[src/rtl/hall_call_dispatcher.sv]
// Hall-call dispatcher: latches up/down hall presses into request slots and
// offers each pending call, one at a time, to the nearest idle car.
module hall_call_dispatcher #(
  parameter int FLOORS = 4,
  parameter int CARS   = 2,
  localparam int FB    = $clog2(FLOORS)
) (
  input  logic                 clk,
  input  logic                 reset,
  input  logic [FLOORS-1:0]    hall_up,
  input  logic [FLOORS-1:0]    hall_down,
  input  logic [CARS*FB-1:0]   car_loc,
  input  logic [CARS-1:0]      car_idle,
  input  logic [CARS-1:0]      served_valid,
  input  logic [CARS*FB-1:0]   served_floor,
  input  logic [CARS-1:0]      served_dir,
  output logic                 asg_valid,
  output logic                 asg_car,
  output logic [FB-1:0]        asg_floor,
  output logic                 asg_dir,
  input  logic                 asg_ready,
  output logic [FLOORS-1:0]    lamp_up,
  output logic [FLOORS-1:0]    lamp_down
);
  localparam int NS = 2 * FLOORS;
  localparam int SB = FB + 1;

  typedef enum logic {SCAN, OFFER} state_t;

  state_t          state_reg, state_next;
  logic [SB-1:0]   ptr_reg;
  logic            rr_reg;
  logic [SB-1:0]   off_slot_reg;
  logic            asg_car_reg;

  logic [NS-1:0]   pend_vec, asgd_vec, served_hit, cand;
  logic            latch, accept;
  logic            found;
  logic [SB-1:0]   scan_slot, idx;
  logic [SB:0]     sum;
  logic [FB-1:0]   scan_floor;
  logic [FB:0]     loc0, loc1, tgt, dist0, dist1;
  logic            pick_car;

  // Slot f is "up at floor f", slot FLOORS+f is "down at floor f".
  for (genvar gi = 0; gi < NS; gi++) begin : g_slot
    localparam int FL    = gi % FLOORS;
    localparam bit DR    = (gi >= FLOORS);
    localparam bit VALID = DR ? (FL != 0) : (FL != FLOORS - 1);

    logic pend_reg, asgd_reg, hit, press;

    always_comb begin
      hit = 1'b0;
      for (int c = 0; c < CARS; c++) begin
        if (served_valid[c] && served_floor[c*FB +: FB] == FB'(FL) && served_dir[c] == DR)
          hit = 1'b1;
      end
    end

    assign press = VALID && (DR ? hall_down[FL] : hall_up[FL]);

    // Served has priority over both acceptance and a new press.
    always_ff @(posedge clk or posedge reset) begin
      if (reset) begin
        pend_reg <= 1'b0;
        asgd_reg <= 1'b0;
      end else if (hit) begin
        pend_reg <= 1'b0;
        asgd_reg <= 1'b0;
      end else if (accept && off_slot_reg == SB'(gi)) begin
        pend_reg <= 1'b0;
        asgd_reg <= 1'b1;
      end else if (press && !pend_reg && !asgd_reg) begin
        pend_reg <= 1'b1;
      end
    end

    assign pend_vec[gi]   = pend_reg;
    assign asgd_vec[gi]   = asgd_reg;
    assign served_hit[gi] = hit;
  end

  assign lamp_up   = pend_vec[FLOORS-1:0]  | asgd_vec[FLOORS-1:0];
  assign lamp_down = pend_vec[NS-1:FLOORS] | asgd_vec[NS-1:FLOORS];

  // A slot being cleared this cycle is not worth offering.
  assign cand = pend_vec & ~served_hit;

  always_comb begin
    found     = 1'b0;
    scan_slot = '0;
    idx       = '0;
    sum       = '0;
    for (int k = 0; k < NS; k++) begin
      sum = {1'b0, ptr_reg} + (SB+1)'(k);
      if (sum >= (SB+1)'(NS))
        sum = sum - (SB+1)'(NS);
      idx = sum[SB-1:0];
      if (!found && cand[idx]) begin
        found     = 1'b1;
        scan_slot = idx;
      end
    end
  end

  always_comb begin
    scan_floor = FB'((scan_slot >= SB'(FLOORS)) ? scan_slot - SB'(FLOORS) : scan_slot);
    loc0  = {1'b0, car_loc[0  +: FB]};
    loc1  = {1'b0, car_loc[FB +: FB]};
    tgt   = {1'b0, scan_floor};
    dist0 = (loc0 > tgt) ? loc0 - tgt : tgt - loc0;
    dist1 = (loc1 > tgt) ? loc1 - tgt : tgt - loc1;
    pick_car = 1'b0;
    if (car_idle[0] && car_idle[1]) begin
      if (dist0 < dist1)      pick_car = 1'b0;
      else if (dist1 < dist0) pick_car = 1'b1;
      else                    pick_car = rr_reg;
    end else begin
      pick_car = car_idle[1];
    end
  end

  always_comb begin
    state_next = state_reg;
    latch      = 1'b0;
    accept     = 1'b0;
    case (state_reg)
      SCAN: begin
        if (found && |car_idle) begin
          latch      = 1'b1;
          state_next = OFFER;
        end
      end
      OFFER: begin
        if (served_hit[off_slot_reg]) begin
          state_next = SCAN;
        end else if (asg_ready) begin
          accept     = 1'b1;
          state_next = SCAN;
        end else if (!car_idle[asg_car_reg]) begin
          state_next = SCAN;
        end
      end
      default: state_next = SCAN;
    endcase
  end

  always_ff @(posedge clk or posedge reset) begin
    if (reset) begin
      state_reg    <= SCAN;
      ptr_reg      <= '0;
      rr_reg       <= 1'b0;
      off_slot_reg <= '0;
      asg_car_reg  <= 1'b0;
    end else begin
      state_reg <= state_next;
      if (latch) begin
        off_slot_reg <= scan_slot;
        asg_car_reg  <= pick_car;
      end
      if (accept) begin
        ptr_reg <= (off_slot_reg == SB'(NS - 1)) ? '0 : off_slot_reg + SB'(1);
        rr_reg  <= ~rr_reg;
      end
    end
  end

  assign asg_valid = (state_reg == OFFER);
  assign asg_car   = asg_car_reg;
  assign asg_floor = FB'((off_slot_reg >= SB'(FLOORS)) ? off_slot_reg - SB'(FLOORS) : off_slot_reg);
  assign asg_dir   = (off_slot_reg >= SB'(FLOORS));

endmodule

[config.mk]
export PLATFORM = sky130hd
export DESIGN_NAME = hall_call_dispatcher
export DESIGN_NICKNAME = d
export VERILOG_FILES = /design/src/rtl/hall_call_dispatcher.sv
export SDC_FILE = /design/constraint.sdc
export NUM_CORES = 1
export LEC_CHECK = 0
export ABC_AREA = 1
export CAP_MARGIN = 25
export CORE_ASPECT_RATIO = 1.5
export CORE_MARGIN = 10
export CORE_UTILIZATION = 43
export DETAILED_ROUTE_END_ITERATION = 10
export PLACE_DENSITY = 0.66
export SYNTH_ARGS = -nofsm -noshare
export SYNTH_HDL_FRONTEND = slang
export SYNTH_SLANG_ARGS = --single-unit
[constraint.sdc]
create_clock -name clk -period 5.55 [get_ports clk]
set_clock_uncertainty 0.15 [all_clocks]
set_input_delay 0.555 -clock clk [delete_from_list [all_inputs] [get_ports clk]]
set_output_delay 0.555 -clock clk [all_outputs]
set_load 0.05 [all_outputs]
==> summary by stage <==
Clocking
The number of cells upsized or downsized after cts is 0. TritonCTS built the clock tree. The hold buffer count at cts is 0. The post-CTS repair timing setup buffer count is 0. Counting every sink on the clock net gives 23. The maximum root-to-sink buffer count is 2. The clock transition at the registers of the reported paths is 0.08 ns. CTS built an H-tree with a depth of 1. The CTS buffer count is 3. The worst-skew pair later-pin latency is 0.27 ns.

The buffer type at the clock tree root is clkbuf_8.

STA
The accumulated negative setup slack is 0 ns. Timing would allow up to 0.214 GHz. The worst path uses 84.2% of the clock period.

For the pin with the worst max-slew slack, the measured transition is 0.918 ns. In the post-route analysis, the smallest setup slack over all paths is 0.876 ns. The worst-case headroom to the max-slew limit is 38.7%. Setup repair after global routing left no endpoint under its margin. The minimum clock period after layout is 4.67 ns.

The number of max-slew violations in the final report came to 0. Setup violations remaining at the end of the flow were counted as 0. The hold violation total from the final report is 0.

Routing
Summed over all nets, wire length on met2 after detailed routing comes to 3.30 mm. The detailed-route DRC error count is 0. The detailed-routing iteration count for the pre-antenna-repair pass is 4. The post-detailed-route count of antenna-violating nets is 0. The first-iteration detailed-routing DRC count is 147.

After detailed routing, the number of vias per cell comes to 5.26. The wire length on met1 is 2.49 mm. The routed wire length is 6.26 mm.

The number of vias after detailed routing is 2402. The average wire per standard cell is 13.7 um. The highest routed metal layer is met4. Detailed routing placed a total of 325 um of wire on met3.

Flow run
The max-capacitance violation count is 0.

Yosys
Of the total synthesized cell area, the portion taken by full adders, half adders and majority gates is 12.1%. The area fraction in and, or, nand and nor cells after synthesis is 44.0%. The share of the yosys chip area belonging to registers is 22.8%. The compound-cell area share of the yosys netlist is 6.99%. The cell area after technology mapping is 2520 um2. The synthesized netlist devotes 1.73% of its cell area to XOR and XNOR gates. In this run, synthesis produced a sequential element count of 23. The synthesized design spends more area on one cell type than any other, namely dfrtp_1. After synthesis, the largest family of logic cells by area is simple AND/OR/NAND/NOR gates. The count of unique library cells instantiated by Yosys is 38. The post-synth net total is 404.

By count the netlist is led by 70 x nand2_1, 57 x nand3_1, 48 x inv_1. In the synthesized netlist the dominant register cell turns out to be dfrtp_1. The average instance area after synthesis is 7.07 um2. In the synthesized netlist, the number of instances is 357.

The proportion of synthesized area in mux cells is 0.793%. By area the synthesized netlist is led by dfrtp_1 23%, nand3_1 11%, nand2_1 10%, ha_1 8.9%, inv_1 7.1%. The total number of yosys warnings is 0. The synthesized design devotes to its leading area cell type 22.8% of total area. By instance count, the leading cell after synthesis is nand2_1. The share of synthesized registers carrying an async set or reset is 100%. Yosys mapped a number of flops with a built-in enable equal to 0.

Floorplan
In this run the vertical extent of the chip is 114 um. The top-level I/O count is 38. The floorplan has 34 rows. The core region is 5740 um2. Once the floorplan was initialized, standard cells occupied 44.0% of the core. The floorplan step set the die width to 82.6 um. The die area is 9400 um2.

Setup path
Across all register-to-register paths, the minimum setup slack is 0.88 ns. The worst register-to-register path begins at ptr_reg[1]$_DFFE_PP0P_. Counting cells, the worst reg-to-reg path comes to 22. In this design, the largest share of critical-path delay is due to simple AND/OR/NAND/NOR gates. The critical path contains buffers and inverters numbering 3 combined. The largest single stage delay on the critical path is 0.66 ns. Data on the critical path is required at its endpoint by 5.59 ns. The capturing point of the worst reg2reg path is asg_car$_DFFE_PP0P_. At the worst endpoint, the arrival time is 4.72 ns. STA classifies the critical path endpoint as a flop. The critical path goes through inv_2, ha_1, inv_1, nand2_1, nand3_2, nand2_2, nor2_4, nand3_4, nor2_4, nand2_1, nor2_2, nand3_1, nand2_1, inv_1, fa_1, a21oi_1, mux2i_1, ha_1, nand2_1, o311ai_0, nand4_1, o21ai_1. The most used cell along the critical path is nand2_1. Along the worst path, the maximum fanout reaches 12.

The slowest stage of the critical path is the dfrtp_1 cell. The worst setup path is launched from a flop. The classification of the worst setup path is flop to flop.

Global route
The total congestion overflow after global routing is 0. The via count of the first global-routing pass is 2395. The total track usage is 14.1%. The initial antenna violation count is 0. Entering global routing, the biggest net connects 24 pins. The first global-routing pass estimated 10.8 mm of wire.

Hold path
The end of the worst hold path is rr_reg$_DFFE_PP0P_. The number of stages on the worst hold path is 1. The startpoint identified for the worst hold timing path is rr_reg$_DFFE_PP0P_. The type of the worst min-delay path is flop to flop.

Placement
The number of placed instances, taps included is 453. The worst slack after detailed placement is 0.771 ns. The final RePlAce weighted congestion is 0.828. The wire-length estimate of the detail-placed layout is 5.13 mm.

During placement, the flow inserted port buffers numbering 35.

Layout
The register with the most flip-flops in the layout has 8 of them. Cells fill 51.0% of the core in the end. The area growth from synthesis to layout is 16.0%. For this run, the number of standard cells in the final layout without fillers is 457. For this run, the post-layout net count is 433. The share of layout cells above drive strength 1 is 13.0%. The final antenna diode count is 0.

Status
The run finished with clean final reports.
through the flow:
step | area, um2 | hold slack [ns]
3_3_place_gp | 2880 | 0.308
6_report | 2930 | 0.328
5_1_grt | 2930 | 0.337
3_5_place_dp | 2880 | 0.315
2_1_floorplan | 2520 | 0.292
4_1_cts | 2930 | 0.330
metal layers:
metal  global-route usage (%)  up-vias
li1                         -     1232
met3                     2.83       15
met4                     4.48        0
met2                     25.1       62
met1                     16.0     1093
met5                        0        -
layout make-up:
class / count / area (um2)
multi-input combinational: 268 / 1660
clock inverter: 1 / 5.00
timing repair buffer: 36 / 358
inverter: 54 / 204
tap: 72 / 90.1
sequential: 23 / 576
fill: 581 / 2810
clock buffer: 3 / 41.3
kinds of logic (layout without fill, tap and decap cells):
| family | Yosys count | after routing |
|---|---|---|
| buf+inv | 66 | 94 |
| mux | 2 | 2 |
| fa+ha+maj | 22 | 22 |
| simple gates | 207 | 207 |
| flops | 23 | 23 |
| xor+xnor | 5 | 5 |
| compound gates | 32 | 32 |
worst max-delay path by stage:
| stage | from | to | depth (start not counted) |
|---|---|---|---|
| CTS | ptr_reg[1]$_DFFE_PP0P_ | asg_car$_DFFE_PP0P_ | 22 |
| detailed placement | served_dir[1] | asg_car$_DFFE_PP0P_ | 24 |
| global placement | served_floor[1] | asg_car$_DFFE_PP0P_ | 25 |
| finish | ptr_reg[1]$_DFFE_PP0P_ | asg_car$_DFFE_PP0P_ | 22 |
| global route | ptr_reg[1]$_DFFE_PP0P_ | asg_car$_DFFE_PP0P_ | 22 |
| floorplan | ptr_reg[0]$_DFFE_PP0P_ | asg_car$_DFFE_PP0P_ | 24 |
worst reg2reg max path: stages (launching register included):
cell      delay, ns
dfrtp_1        0.66
inv_2          0.19
ha_1           0.45
inv_1          0.26
nand2_1        0.15
nand3_2        0.11
nand2_2        0.08
nor2_4         0.10
nand3_4        0.10
nor2_4         0.14
nand2_1        0.08
nor2_2         0.09
nand3_1        0.09
nand2_1        0.18
inv_1          0.14
fa_1           0.40
a21oi_1        0.22
mux2i_1        0.11
ha_1           0.28
nand2_1        0.05
o311ai_0       0.33
nand4_1        0.14
o21ai_1        0.09
cells in the final DEF (no fill, tap or decap), drive strengths merged, types with 3 or more instances in the layout:
master | synthesis | layout
nor2 | 25 | 25
clkdlybuf4s50 | 0 | 35
xor2 | 4 | 4
nor3b | 6 | 6
nand2 | 87 | 87
dfrtp | 23 | 23
ha | 18 | 18
a21oi | 18 | 18
or2 | 4 | 4
inv | 53 | 53
nand4 | 17 | 17
fa | 4 | 4
clkbuf | 2 | 3
o21ai | 9 | 9
nand3 | 65 | 65
Power is left out: the tool's default activity adds up to more than one toggle a clock period on the data nets, which glitch-free logic cannot reach.
